File: config.mk
export PLATFORM = sky130hd
export DESIGN_NAME = cpu_ad48_trap_nest_ctrl
export DESIGN_NICKNAME = d
export VERILOG_FILES = /design/src/rtl/cpu_ad48_trap_pkg.sv /design/src/rtl/cpu_ad48_trap_stack.sv /design/src/rtl/cpu_ad48_trap_nest_ctrl.sv
export SDC_FILE = /design/constraint.sdc
export NUM_CORES = 1
export LEC_CHECK = 0
export ABC_AREA = 1
export BUFFER_PORTS_ARGS = -buffer_cell sky130_fd_sc_hd__buf_2
export CORE_MARGIN = 10
export CORE_UTILIZATION = 45
export CTS_CLUSTER_SIZE = 25
export DETAILED_ROUTE_END_ITERATION = 16
export HOLD_SLACK_MARGIN = 0.08
export PLACE_DENSITY_LB_ADDON = 0.05
export SYNTH_ARGS = -nofsm -noshare
export SYNTH_HDL_FRONTEND = slang
export SYNTH_SLANG_ARGS = --single-unit
File: constraint.sdc
create_clock -name clk -period 3.95 [get_ports clk]
set_clock_uncertainty 0.2 [all_clocks]
set_input_delay 0.79 -clock clk [delete_from_list [all_inputs] [get_ports clk]]
set_output_delay 0.79 -clock clk [all_outputs]
set_load 0.05 [all_outputs]
File: src/rtl/cpu_ad48_trap_pkg.sv
// Shared constants for the cpu_ad48 nested-trap controller: cause encodings,
// priority levels and save-stack field widths.
package cpu_ad48_trap_pkg;

  localparam int unsigned CAUSE_W = 6;
  localparam int unsigned LEVEL_W = 5;
  localparam int unsigned CODE_W  = 4;

  localparam logic [CAUSE_W-1:0] CAUSE_BRK      = 6'h01;
  localparam logic [CAUSE_W-1:0] CAUSE_IRQ_BASE = 6'h10;
  localparam logic [LEVEL_W-1:0] LEVEL_SYNC     = 5'h1F;
  localparam logic [LEVEL_W-1:0] LEVEL_NONE     = 5'h00;

  // Synchronous SYS traps occupy the low cause range.
  function automatic logic [CAUSE_W-1:0] sync_cause(input logic [CODE_W-1:0] code);
    return {2'b00, code};
  endfunction

endpackage

File: src/rtl/cpu_ad48_trap_stack.sv
// LIFO of {epc, cause, level} trap-save entries.
// Ports: push/push_* write a new top, pop drops the top, top_wr overwrites the
// top EPC. top_* read the current top (0 when empty); cnt/full/empty report fill.
// Priority inside one cycle: push > pop > top_wr (the controller never mixes them).
module cpu_ad48_trap_stack
  import cpu_ad48_trap_pkg::*;
#(
  parameter int unsigned XLEN  = 48,
  parameter int unsigned DEPTH = 4,
  localparam int unsigned CNT_W = $clog2(DEPTH + 1)
) (
  input  logic               clk,
  input  logic               resetn,
  input  logic               push,
  input  logic [XLEN-1:0]    push_epc,
  input  logic [CAUSE_W-1:0] push_cause,
  input  logic [LEVEL_W-1:0] push_level,
  input  logic               pop,
  input  logic               top_wr,
  input  logic [XLEN-1:0]    top_wdata,
  output logic [XLEN-1:0]    top_epc,
  output logic [CAUSE_W-1:0] top_cause,
  output logic [LEVEL_W-1:0] top_level,
  output logic [CNT_W-1:0]   cnt,
  output logic               full,
  output logic               empty
);

  localparam int unsigned IDX_W = $clog2(DEPTH);

  logic [XLEN-1:0]    epc_q   [DEPTH];
  logic [CAUSE_W-1:0] cause_q [DEPTH];
  logic [LEVEL_W-1:0] level_q [DEPTH];
  logic [CNT_W-1:0]   cnt_q;
  logic [IDX_W-1:0]   top_idx;
  logic [IDX_W-1:0]   push_idx;

  assign empty    = (cnt_q == '0);
  assign full     = (cnt_q == CNT_W'(DEPTH));
  assign cnt      = cnt_q;
  assign top_idx  = IDX_W'(cnt_q - CNT_W'(1));
  assign push_idx = IDX_W'(cnt_q);

  assign top_epc   = empty ? '0 : epc_q[top_idx];
  assign top_cause = empty ? '0 : cause_q[top_idx];
  assign top_level = empty ? '0 : level_q[top_idx];

  // Storage and fill counter.
  always_ff @(posedge clk or negedge resetn) begin
    if (!resetn) begin
      cnt_q <= '0;
      for (int i = 0; i < int'(DEPTH); i++) begin
        epc_q[i]   <= '0;
        cause_q[i] <= '0;
        level_q[i] <= '0;
      end
    end else if (push && !full) begin
      epc_q[push_idx]   <= push_epc;
      cause_q[push_idx] <= push_cause;
      level_q[push_idx] <= push_level;
      cnt_q             <= cnt_q + CNT_W'(1);
    end else if (pop && !empty) begin
      cnt_q <= cnt_q - CNT_W'(1);
    end else if (top_wr && !empty) begin
      epc_q[top_idx] <= top_wdata;
    end
  end

endmodule

File: src/rtl/cpu_ad48_trap_nest_ctrl.sv
// Nested trap controller for cpu_ad48: arbitrates SYS traps, IRET, prioritised
// IRQs and CSR EPC writes against a save stack, and issues PC redirects.
// Ports: irq/irq_en/gie IRQ request+masks; sync_* SYS trap commit; irq_pc EPC
// for IRQs; iret_valid IRET commit; epc_wr/epc_wdata CSR write to stack-top EPC.
// Outputs: redirect_valid/redirect_pc (registered, latency 1), epc_top/cause_top
// (stack top, 0 when empty), depth, cur_level, handler_active, iret_err pulse,
// sticky fatal_halt.
module cpu_ad48_trap_nest_ctrl
  import cpu_ad48_trap_pkg::*;
#(
  parameter int unsigned     XLEN        = 48,
  parameter int unsigned     IRQ_LINES   = 4,
  parameter int unsigned     NEST_DEPTH  = 4,
  parameter logic [XLEN-1:0] TRAP_VECTOR = XLEN'(64),
  parameter int unsigned     VECTORED    = 0,
  parameter int unsigned     VEC_STRIDE  = 4,
  localparam int unsigned    DEPTH_W     = $clog2(NEST_DEPTH + 1)
) (
  input  logic                 clk,
  input  logic                 resetn,
  input  logic [IRQ_LINES-1:0] irq,
  input  logic [IRQ_LINES-1:0] irq_en,
  input  logic                 gie,
  input  logic                 sync_valid,
  input  logic [CODE_W-1:0]    sync_code,
  input  logic [XLEN-1:0]      sync_pc,
  input  logic [XLEN-1:0]      irq_pc,
  input  logic                 iret_valid,
  input  logic                 epc_wr,
  input  logic [XLEN-1:0]      epc_wdata,
  output logic                 redirect_valid,
  output logic [XLEN-1:0]      redirect_pc,
  output logic [XLEN-1:0]      epc_top,
  output logic [CAUSE_W-1:0]   cause_top,
  output logic [DEPTH_W-1:0]   depth,
  output logic [LEVEL_W-1:0]   cur_level,
  output logic                 handler_active,
  output logic                 iret_err,
  output logic                 fatal_halt
);

  logic               irq_hit;
  logic [3:0]         irq_idx;
  logic               do_sync, do_iret, do_irq, do_trap;
  logic               push, pop, top_wr;
  logic [CAUSE_W-1:0] trap_cause;
  logic [LEVEL_W-1:0] trap_level;
  logic [XLEN-1:0]    trap_epc;
  logic [XLEN-1:0]    vector;
  logic [LEVEL_W-1:0] stk_top_level;
  logic               stk_full, stk_empty;

  // Highest-index eligible IRQ line wins (ascending scan, last hit kept).
  always_comb begin
    irq_hit = 1'b0;
    irq_idx = '0;
    for (int i = 0; i < int'(IRQ_LINES); i++) begin
      if (gie && irq_en[i] && irq[i] && (LEVEL_W'(i + 1) > cur_level)) begin
        irq_hit = 1'b1;
        irq_idx = 4'(i);
      end
    end
  end

  // Event priority: fatal_halt > sync > IRET > IRQ > EPC write. IRQs are held
  // off in the redirect cycle so redirect_valid never pulses back to back;
  // the line is level-held and is taken the cycle after.
  always_comb begin
    do_sync = !fatal_halt && sync_valid;
    do_iret = !fatal_halt && !sync_valid && iret_valid;
    do_irq  = !fatal_halt && !sync_valid && !iret_valid && irq_hit && !redirect_valid;
    do_trap = do_sync || do_irq;
    push    = do_trap && !stk_full;
    pop     = do_iret && !stk_empty;
    top_wr  = !fatal_halt && !sync_valid && !iret_valid && !do_irq && epc_wr;
  end

  always_comb begin
    trap_cause = do_sync ? sync_cause(sync_code) : CAUSE_IRQ_BASE + CAUSE_W'(irq_idx);
    trap_level = do_sync ? LEVEL_SYNC : LEVEL_W'(irq_idx) + LEVEL_W'(1);
    trap_epc   = do_sync ? sync_pc : irq_pc;
    vector     = TRAP_VECTOR;
    if (VECTORED != 0) begin
      vector = TRAP_VECTOR + XLEN'(trap_cause) * XLEN'(VEC_STRIDE);
    end
  end

  cpu_ad48_trap_stack #(
    .XLEN  (XLEN),
    .DEPTH (NEST_DEPTH)
  ) u_stack (
    .clk        (clk),
    .resetn     (resetn),
    .push       (push),
    .push_epc   (trap_epc),
    .push_cause (trap_cause),
    .push_level (cur_level),
    .pop        (pop),
    .top_wr     (top_wr),
    .top_wdata  (epc_wdata),
    .top_epc    (epc_top),
    .top_cause  (cause_top),
    .top_level  (stk_top_level),
    .cnt        (depth),
    .full       (stk_full),
    .empty      (stk_empty)
  );

  assign handler_active = !stk_empty;

  // Redirect, level, error and halt registers.
  always_ff @(posedge clk or negedge resetn) begin
    if (!resetn) begin
      redirect_valid <= 1'b0;
      redirect_pc    <= '0;
      cur_level      <= LEVEL_NONE;
      iret_err       <= 1'b0;
      fatal_halt     <= 1'b0;
    end else begin
      redirect_valid <= push || pop;
      redirect_pc    <= push ? vector : (pop ? epc_top : '0);
      if (push) begin
        cur_level <= trap_level;
      end else if (pop) begin
        cur_level <= stk_top_level;
      end
      iret_err <= do_iret && stk_empty;
      if (do_trap && stk_full) begin
        fatal_halt <= 1'b1;
      end
    end
  end

endmodule

**Word level (Yosys, flattened, before mapping)**

Cells that the tools add are included.

- Input bits: 162
- Output and inout port bits: 114
- Bits in registers: 295
- Logic and storage cells: 120

- Reductions and logical operators: 43
- Add/subtract/negate cells: 4
- Order comparisons: 8
- Equal/unequal tests: 2
- Bitwise operators: 2
- Muxes and demuxes: 43

Operators with widths:

| kind | number |
|---|---|
| $mux 192 | 3 |
| $bwmux 192 | 2 |
| $mux 48 | 8 |
| $demux 48 s2 | 2 |
| $bmux 48 s2 | 1 |
| $mux 5 | 7 |
| $mux 6 | 5 |
| $logic_and 1x1->1 | 29 |
| $bwmux 24 | 1 |
| $bwmux 20 | 1 |
| $bmux 6 s2 | 1 |
| $demux 6 s2 | 1 |
| $bmux 5 s2 | 1 |
| $demux 5 s2 | 1 |
| $gt 2x5->1 const A | 2 |
| $mux 4 | 2 |
| $logic_not 1->1 | 7 |
| $add 5x4->6 const A | 1 |
| $ge 3x3->1 const B | 2 |
| $lt 3x1->1 const B | 2 |
| $mux 3 | 2 |
| $not 2->3 | 2 |
| $reduce_bool 2->1 | 3 |
| $add 4x1->5 const B | 1 |
| 10 further kinds | 15 |

**Depth between registers and ports, before layout**

Gate-level depths: netlist (run 1).

- Depth in word-level cells: 16
- Gate-level depth with buffers: 16
- Gate-level depth less buffers: 12

**Modules after synthesis**

Synthesis (run 1) repeated with hierarchy kept, for this count alone.

- Cell total of the unflattened synthesis: 3263
- Area total of the unflattened synthesis: 19890.3 µm²

Modules (own cells, without submodules):

| module | cells an instance | sequential area each (µm²) | instances | area an instance (µm²) |
|---|---|---|---|---|
| cpu_ad48_trap_stack | 2867 | 5980.7 | 1 | 17081.4 |
| cpu_ad48_trap_nest_ctrl | 396 | 1401.3 | 1 | 2808.9 |

**Worst setup path after synthesis (run 1)**

Ideal clock, no wire load.

- Kind: register to output
- Start: register u_stack.cnt_q[0] (netlist: u_stack.cnt[0])
- End: output port cause_top[0]
- Required time: 2.960 ns
- Setup slack: -0.201 ns
- Buffers on the path: 5
- Data arrival time: 3.161 ns
- Cell stages (with the launch flop): 12
- Cell sequence: dfrtp_1 -> clkbuf_1 -> inv_2 -> clkbuf_1 -> clkbuf_1 -> ha_1 -> inv_2 -> clkbuf_1 -> clkbuf_1 -> a21oi_1 -> o21ai_0 -> a21oi_1

- Cells in the longest elaborated chain, start to end: 6
- Elaborated cells between the ends (all ways): 7
- Classes of those cells: add/sub: 1; mux: 4; bitwise: 1; reduce/logical: 1

RTL lines:

| what | line | text |
|---|---|---|
| start: declaration | cpu_ad48_trap_stack.sv:34 | `logic [CNT_W-1:0] cnt_q;` |
| start signal: assignment | cpu_ad48_trap_stack.sv:61 | `cnt_q <= cnt_q + CNT_W'(1);` |
| start signal: assignment | cpu_ad48_trap_stack.sv:63 | `cnt_q <= cnt_q - CNT_W'(1);` |
| $sub 3x1->3 | cpu_ad48_trap_stack.sv:41 | `assign top_idx = IDX_W'(cnt_q - CNT_W'(1));` |
| named net u_stack.top_idx[0] | cpu_ad48_trap_stack.sv:35 | `logic [IDX_W-1:0] top_idx;` |
| $not 2->3 (not written as such) | cpu_ad48_trap_stack.sv:45 | `assign top_cause = empty ? '0 : cause_q[top_idx];` |
| $bmux 6 s2 | cpu_ad48_trap_stack.sv:45 |  |
| $mux 6 (not written as such) (2 in a row) | cpu_ad48_trap_stack.sv:45 |  |
| $mux 6 | cpu_ad48_trap_stack.sv:45 |  |
| end: declaration | cpu_ad48_trap_nest_ctrl.sv:34 | `output logic [CAUSE_W-1:0] cause_top,` |

The timed path passes the listed nets, and every way through them passes these cells. The select of a mux whose other input is x is not followed.

**Final worst setup path (run 1)**

- Start: register u_stack.cnt_q[0] (netlist: u_stack.cnt[0])
- End: output port epc_top[33]

- Cells in the longest elaborated chain, start to end: 6
- Elaborated cells between the ends (all ways): 7
- Classes of those cells: add/sub: 1; mux: 4; bitwise: 1; reduce/logical: 1

RTL lines:

| what | line | text |
|---|---|---|
| $sub 3x1->3 | cpu_ad48_trap_stack.sv:41 |  |
| $not 2->3 (not written as such) | cpu_ad48_trap_stack.sv:44 | `assign top_epc = empty ? '0 : epc_q[top_idx];` |
| $bmux 48 s2 | cpu_ad48_trap_stack.sv:44 |  |
| $mux 48 (not written as such) (2 in a row) | cpu_ad48_trap_stack.sv:44 |  |
| $mux 48 * | cpu_ad48_trap_stack.sv:44 |  |
| end: declaration | cpu_ad48_trap_nest_ctrl.sv:33 | `output logic [XLEN-1:0] epc_top,` |

Every way passes the cells marked *; elsewhere a longest branch is shown, timed or not. The select of a mux whose other input is x is not followed.

==> impl_results.md, run 1 <==
* Top cell type's share of synthesized area at 38.9%
* Fin crit share at 97.7%
* Combinational share of power at between 10 and 15%
* DR WL/cell at between 20 and 25 µm
* R2R Path Start: u_stack.cnt[0]
* Hold slack at roughly 0.28 ns
* Worst skew pair latency at 0.56 ns
* Avg Inst Size Synth at around 6.4 µm²
* Status: complete, no violations
* Iteration-0 DRC Markers at 2003
* Post-Syn Nets at 3082
* Rows at between 70 and 80
* Die height at 224 µm
* Total of max-cap violations at 0
* Layout area overhead at 17.1%
* H-tree depth at 2
* Postcts setup bufs at 0
* Post-synthesis cell type count at 35
* Total global-route track usage at 28.4%
* Gpl congestion at between 0.8 and 0.9
* Worst Hold End: u_stack.cause_q[1]
* Max Clk Rate at 0.259 GHz
* Cell with the largest stage delay on the worst path: dfrtp_4
* First-pass GRT wire length at roughly 110 mm
* Clock buffer depth at 3
* DP HPWL at 42.8 mm
* CTS Buf Count at 37
* Sequential Power Share at 42.0%
* Largest net degree at the start of global routing at 178
* Synth area leader: dfrtp_1
* Crit-path max FO at 54
* Total chip power at between 7 and 8 mW
* Seq/Total Area, Yosys at 38.9%
* YS warnings at 0
* Max-slew violation count at 0
* Hold path startpoint: u_stack.cause_q[1]
* Area of the core at 0.0409 mm²
* # setup viols final at 0
* Full die area at 0.0501 mm²
* Area of the multi-input gates at 0.00983 mm²
* Crit path kind: register to output port
* Grt total ovfl at 0
* Pleak at 13.3 nW
* RSZ-0062 raised after global routing: false
* Mapped cell area at roughly 0.019 mm²
* Final wirelength at 72.9 mm
* P per Cell Area at about 320 mW/mm²
* Initial Util at a little under half
* Crit end category: output port
* P_int at 5.16 mW
* Crit path time final at 3.86 ns
* TNS Setup at 0 ns
* Min-Delay Path Class: register to register
* Vias/cell at 5.51
* Crit. Startpoint: u_stack.cnt[0]
* CTS sink cnt at a little under 300
* Number of I/O pins at between 200 and 300
* Fin. Hold Viols at 0
* Post-Synthesis Cells at 2910
* Post-placement cell count at 3554
* Post-route cell area at 0.0219 mm²
* Net count, final at 3234
* Residual DRC at 0
* Critical R2R Capture: u_stack.epc_q[120]
* CP Cell Sequence: inv_4 > ha_2 > clkinv_2 > buf_12 > a21oi_1 > a32o_1 > nor2_2 > buf_2
* Total vias in the final route at between 15000 and 20000
* Initial antenna violation count at 5
* Layout cell share with drive strength beyond 1 at 15.5%
* Worst path max stage delay at 0.50 ns
* Worst endpoint required time at 2.96 ns
* Total net switching power at 1.95 mW
* CTS Root Cell: clkbuf_16
* Die width at 224 µm
* Worst-Margin Slew at 1.06 ns
* CP Launch Type: register
* CP arrival at 2.87 ns
* Non-Filler Instances at 3619
* Sw frac at ~27%
* Flop and latch count out of synthesis at 291
* CTS tree: yes
* Register area at 0.00729 mm²
* R2R depth at 11
* Number of detailed-route iterations in the first pass at 6
* Clk network pwr share at 47.0%
* Filler cell count at between 4000 and 5000
* Port bufs at 274
* Top cells by area, synth: dfrtp_1 (39%), nand2_1 (24%), nand3_1 (11%)
* Antenna-violating nets left at 0
* Rel. slew slack at 29.3%
* Post-Place Cell Area at approximately 0.021 mm²
* R2R setup slack at 0.64 ns
* Clock-pin slew on the worst setup and hold paths at 0.06 ns
* Vias in the first global route at 19477
* Max VDD drop at 0.000259 V
* Worst Hold Depth at 2
## kinds of logic (layout without fill, tap and decap cells)
logic type	Yosys count	count (layout)	synth area share [%]
AO/OA/AOI/OAI	175	175	6.20
XOR/XNOR	1	1	0.0469
flip-flops	291	291	38.9
AND/OR/NAND/NOR	1924	1924	41.5
multiplexers	48	48	2.57
buffers and inverters	460	635	10.0
other	1	3	0.0201
adder cells (fa/ha/maj)	10	10	0.669
## state kept, by name (all words and copies together), names as in the netlist
register,count
u_stack.epc_q,192
redirect_pc,48
u_stack.cause_q,20
u_stack.level_q,20
cur_level,5
u_stack.cnt,3
fatal_halt,1
iret_err,1
redirect_valid,1
## cell type report
class	instances	area share, %
multi-input combinational	2159	44.9
sequential	291	33.3
timing repair buffer	341	9.53
clock buffer	56	4.98
inverter	232	4.02
tap	532	3.04
clock inverter	6	0.269
antenna	2	0.0229
## cells in the final DEF, fill, tap and decap left out, types with 2 or more instances in the layout
master,Yosys,routed
buf_4,17,50
ha_2,0,4
inv_2,5,8
clkbuf_1,131,12
a21oi_1,68,62
dfrtp_1,291,290
clkbuf_8,0,5
o2111ai_4,0,4
nor2_1,310,263
a21oi_2,1,7
o21ai_0,37,37
nand2_1,1211,1206
buf_2,62,273
inv_1,226,220
nor2_2,0,47
diode_2,0,2
nand3_4,1,3
nand3_1,394,393
nand2_2,2,5
inv_6,0,2
o211ai_1,2,2
nand2_8,0,2
a22oi_1,2,2
mux2i_1,48,48
ha_1,10,5
a32o_1,47,47
buf_12,0,16
clkinv_2,0,5
clkbuf_16,0,39
o21ai_1,9,9
o22ai_1,3,3
## through the flow
stage                     utilization, %  setup WS, ns
final                               53.5        0.0928
after global routing                53.5        0.0269
after CTS                           53.5        0.0957
after detailed placement            50.7         0.542
after global placement              50.7         0.603
after floorplan                        -        0.0450
## cell usage after synthesis (all sizes together)
cell / number
nand2: 1214
nand3: 397
nor2: 310
dfrtp: 291
inv: 231
clkbuf: 131
buf: 97
a21oi: 69
mux2i: 48
a32o: 47
o21ai: 46
ha: 10
o2111ai: 4
o22ai: 3
a22oi: 2
o211ai: 2
clkinv: 1
conb: 1
nand3b: 1
nor3: 1
o21bai: 1
o32ai: 1
or2: 1
xor2: 1
## power groups by stage
| stage | clock, mW | sequential, mW | combinational, mW |
|---|---|---|---|
| 3_5_place_dp | 0 | 3.04 | 0.779 |
| 3_3_place_gp | 0 | 3.04 | 0.776 |
| 5_1_grt | 3.50 | 2.98 | 0.852 |
| 6_report | 3.34 | 2.98 | 0.784 |
| 4_1_cts | 3.38 | 2.98 | 0.783 |
| 2_1_floorplan | 0 | 3.04 | 0.417 |
## what timing repair did
action / CTS / global route
gates resized for setup: 0 / 0
hold buffers: 1 / 0
endpoints found under the hold margin: 22 / 0
## critical path, delay by kind of cell (launching register included)
kind | cells | cell delay (ns)
simple gates | 1 | 0.10
flops | 1 | 0.50
buf+inv | 4 | 0.98
fa+ha+maj | 1 | 0.28
compound gates | 2 | 0.40
## worst max-delay path by stage
stage / end / slack, ns / depth (start not counted)
2_1_floorplan: cause_top[0] / 0.05 / 11
3_3_place_gp: u_stack.epc_q[183] / 0.60 / 11
3_5_place_dp: u_stack.epc_q[190] / 0.54 / 12
4_1_cts: epc_top[33] / 0.1 / 8
5_1_grt: epc_top[27] / 0.03 / 8
6_report: epc_top[33] / 0.09 / 8
## layer usage
layer / up-vias / GRT usage [%] / wire length (µm)
li1: 9383 / - / -
met1: 9446 / 36.1 / 29300
met2: 955 / 46.9 / 34400
met3: 157 / 5.69 / 6990
met4: 6 / 10.7 / 2190
met5: - / 0 / 40
Power figures use the tool's default switching activity.
==> inputs of run 2 (changes only) <==
--- a/config.mk
+++ b/config.mk
@@ -7,8 +7,11 @@
 export LEC_CHECK = 0
 export ABC_AREA = 1
 export BUFFER_PORTS_ARGS = -buffer_cell sky130_fd_sc_hd__buf_2
+export CELL_PAD_IN_SITES_DETAIL_PLACEMENT = 1
+export CELL_PAD_IN_SITES_GLOBAL_PLACEMENT = 2
 export CORE_MARGIN = 10
-export CORE_UTILIZATION = 45
+export CORE_UTILIZATION = 32
+export CTS_BUF_LIST = sky130_fd_sc_hd__clkbuf_8
 export CTS_CLUSTER_SIZE = 25
 export DETAILED_ROUTE_END_ITERATION = 16
 export HOLD_SLACK_MARGIN = 0.08
==> run 2 against run 1 <==
Effect of this change:
- core utilization fell by 15 points
- routed wire length is 17% higher
- via count rose by 0.28%
- worst hold slack got worse by 0.050 ns
- non-clock buffer count shrank 3
- first-iteration DRC count down 40%
- sequential share of layout area down 0.67 points
- sequential power about the same
- maximum frequency is essentially flat
- critical path type unchanged
- largest cell class unchanged
- largest power group unchanged
==> impl_results.md, run 2 (synthesis gave the netlist of run 1 again) <==
* Status: complete, no violations
* Crit end category: output port
* Die width at 262 µm
* Total vias in the final route at ~20000
* CTS sink cnt at 291
* Total net switching power at ~2.1 mW
* Max-slew violation count at 0
* Die height at 262 µm
* CP arrival at approximately 2.9 ns
* Net count, final at ~3300
* Worst-Margin Slew at 0.950 ns
* Layout cell share with drive strength beyond 1 at 16.5%
* Clock buffer depth at 3
* Full die area at 0.0685 mm²
* CTS Root Cell: clkbuf_8
* DR WL/cell at 21.9 µm
* Register area at 0.00729 mm²
* Combinational share of power at 11.2%
* Worst endpoint required time at between 2 and 3 ns
* Fin crit share at 97.7%
* Grt total ovfl at 0
* Final wirelength at 85.1 mm
* Crit path kind: register to output port
* Crit path time final at 3.86 ns
* H-tree depth at 2
* Area of the core at between 0.05 and 0.06 mm²
* Gpl congestion at 0.791
* CP Launch Type: register
* Rows at 88
* Most frequent cells in the layout: nand2_1 (1206), nand3_1 (393), dfrtp_1 (290)
* Hold slack at 0.225 ns
* Postcts setup bufs at 0
* P_int at 5.12 mW
* Initial antenna violation count at 4
* Pleak at 13.5 nW
* Total global-route track usage at between 20% and 30%
* Clk network pwr share at between 40% and 50%
* Vias/cell at 5.14
* Biggest register: u_stack.epc_q
* Vias in the first global route at 21291
* Residual DRC at 0
* Largest net degree at the start of global routing at 126
* Max Clk Rate at 0.259 GHz
* Number of I/O pins at 276
* First-pass GRT wire length at 130 mm
* Antenna-violating nets left at 0
* Total of max-cap violations at 0
* Rel. slew slack at 36.6%
* Filler cell count at roughly 7500
* Most common cell after layout, fill and taps aside: nand2_1
* Port bufs at 274
* RSZ-0062 raised after global routing: true
* Worst Hold Depth at 3
* DP HPWL at 51.7 mm
* Top flop regs: u_stack.epc_q: 192 flops, redirect_pc: 48 flops
* Initial Util at 32.3%
* Fin. Hold Viols at 0
* P per Cell Area at 322 mW/mm²
* CTS tree: yes
* Max VDD drop at 0.000212 V
* Clock-pin slew on the worst setup and hold paths at 0.06 ns
* Sw frac at 29.0%
* Crit-path max FO at 41
* Min-Delay Path Class: input pin to register
* Non-Filler Instances at 3893
* # setup viols final at 0
* Sequential Power Share at 41.4%
* R2R depth at 8
* CTS Buf Count at 58
* Area of the multi-input gates at 0.00983 mm²
* Max reg flops at 192
* Post-placement cell count at between 3000 and 4000
* Layout area overhead at 19.5%
* Iteration-0 DRC Markers at 1204
* Number of detailed-route iterations in the first pass at 5
* Worst skew pair latency at 0.67 ns
[run 2: changes by cell type in the layout (fill, tap and decap cells not counted), sizes merged]
cell      previous run  this run
clkbuf              56        87
clkinvlp             0         1
inv                231       246
bufinv               1         0
buf                340       337
clkinv               6         4
[run 2: per-layer routing]
metal  wire, µm  part of all wire, %  up-vias  track usage (%)
li1           -                    -     9425                -
met1      37800                   44     9992             31.6
met2      41200                   48      468             42.3
met3       4100                  4.8      116             3.63
met4       1950                  2.3        2             6.84
met5          7               0.0082        -                0
[run 2: stage by stage]
stage / instance area, µm² / setup TNS, ns / power (mW) / setup WS [ns] / utilization, %
global placement: 21100 / 0 / 3.84 / 0.586 / 36.4
global route: 22300 / -0.0263 / 7.50 / -0.0240 / 38.7
finish: 22300 / 0 / 7.21 / 0.0900 / 38.7
detailed placement: 21100 / 0 / 3.85 / 0.512 / 36.4
floorplan: 18800 / 0 / 3.46 / 0.0450 / -
CTS: 22300 / 0 / 7.31 / 0.0543 / 38.7
[run 2: repair_timing]
item / 4_1_cts / 5_1_grt
endpoints found under the setup margin: 30 / 2
hold buffers: 1 / 0
hold endpoints to repair: 76 / 0
resized for setup: 2 / 0
[run 2: cell type report]
type | count | share of cell area [%]
inverter | 232 | 3.96
clock buffer | 87 | 5.36
clock inverter | 19 | 0.353
tap | 765 | 4.28
antenna | 2 | 0.0224
multi-input combinational | 2159 | 44.0
sequential | 291 | 32.6
timing repair buffer | 338 | 9.42
[run 2: power groups by stage]
stage          sequential (mW)  clock [mW]  combinational, mW
2_1_floorplan             3.04           0              0.417
3_3_place_gp              3.04           0              0.801
3_5_place_dp              3.04           0              0.814
4_1_cts                   2.99        3.51              0.818
5_1_grt                   2.98        3.63              0.884
6_report                  2.99        3.41              0.810
[run 2: worst paths after layout]
check | startpoint | endpoint | slack [ns]
max in group asynchronous | resetn | u_stack.cnt[0] | 2.07
min in group asynchronous | resetn | u_stack.cause_q[13] | 0.52
worst max register to register | u_stack.cnt[0] | u_stack.cnt[0] | 0.61
worst min-delay path | iret_valid | iret_err | 0.23
worst min register to register | u_stack.cause_q[18] | u_stack.cause_q[18] | 0.28
worst max-delay path | u_stack.cnt[0] | epc_top[24] | 0.09
[run 2: worst max-delay path, stage by stage (launching register included)]
cell	delay [ns]
dfrtp_4	0.50
inv_4	0.08
ha_2	0.30
inv_8	0.28
buf_4	0.29
a21oi_1	0.07
a32o_1	0.30
nor2_2	0.09
buf_2	0.26
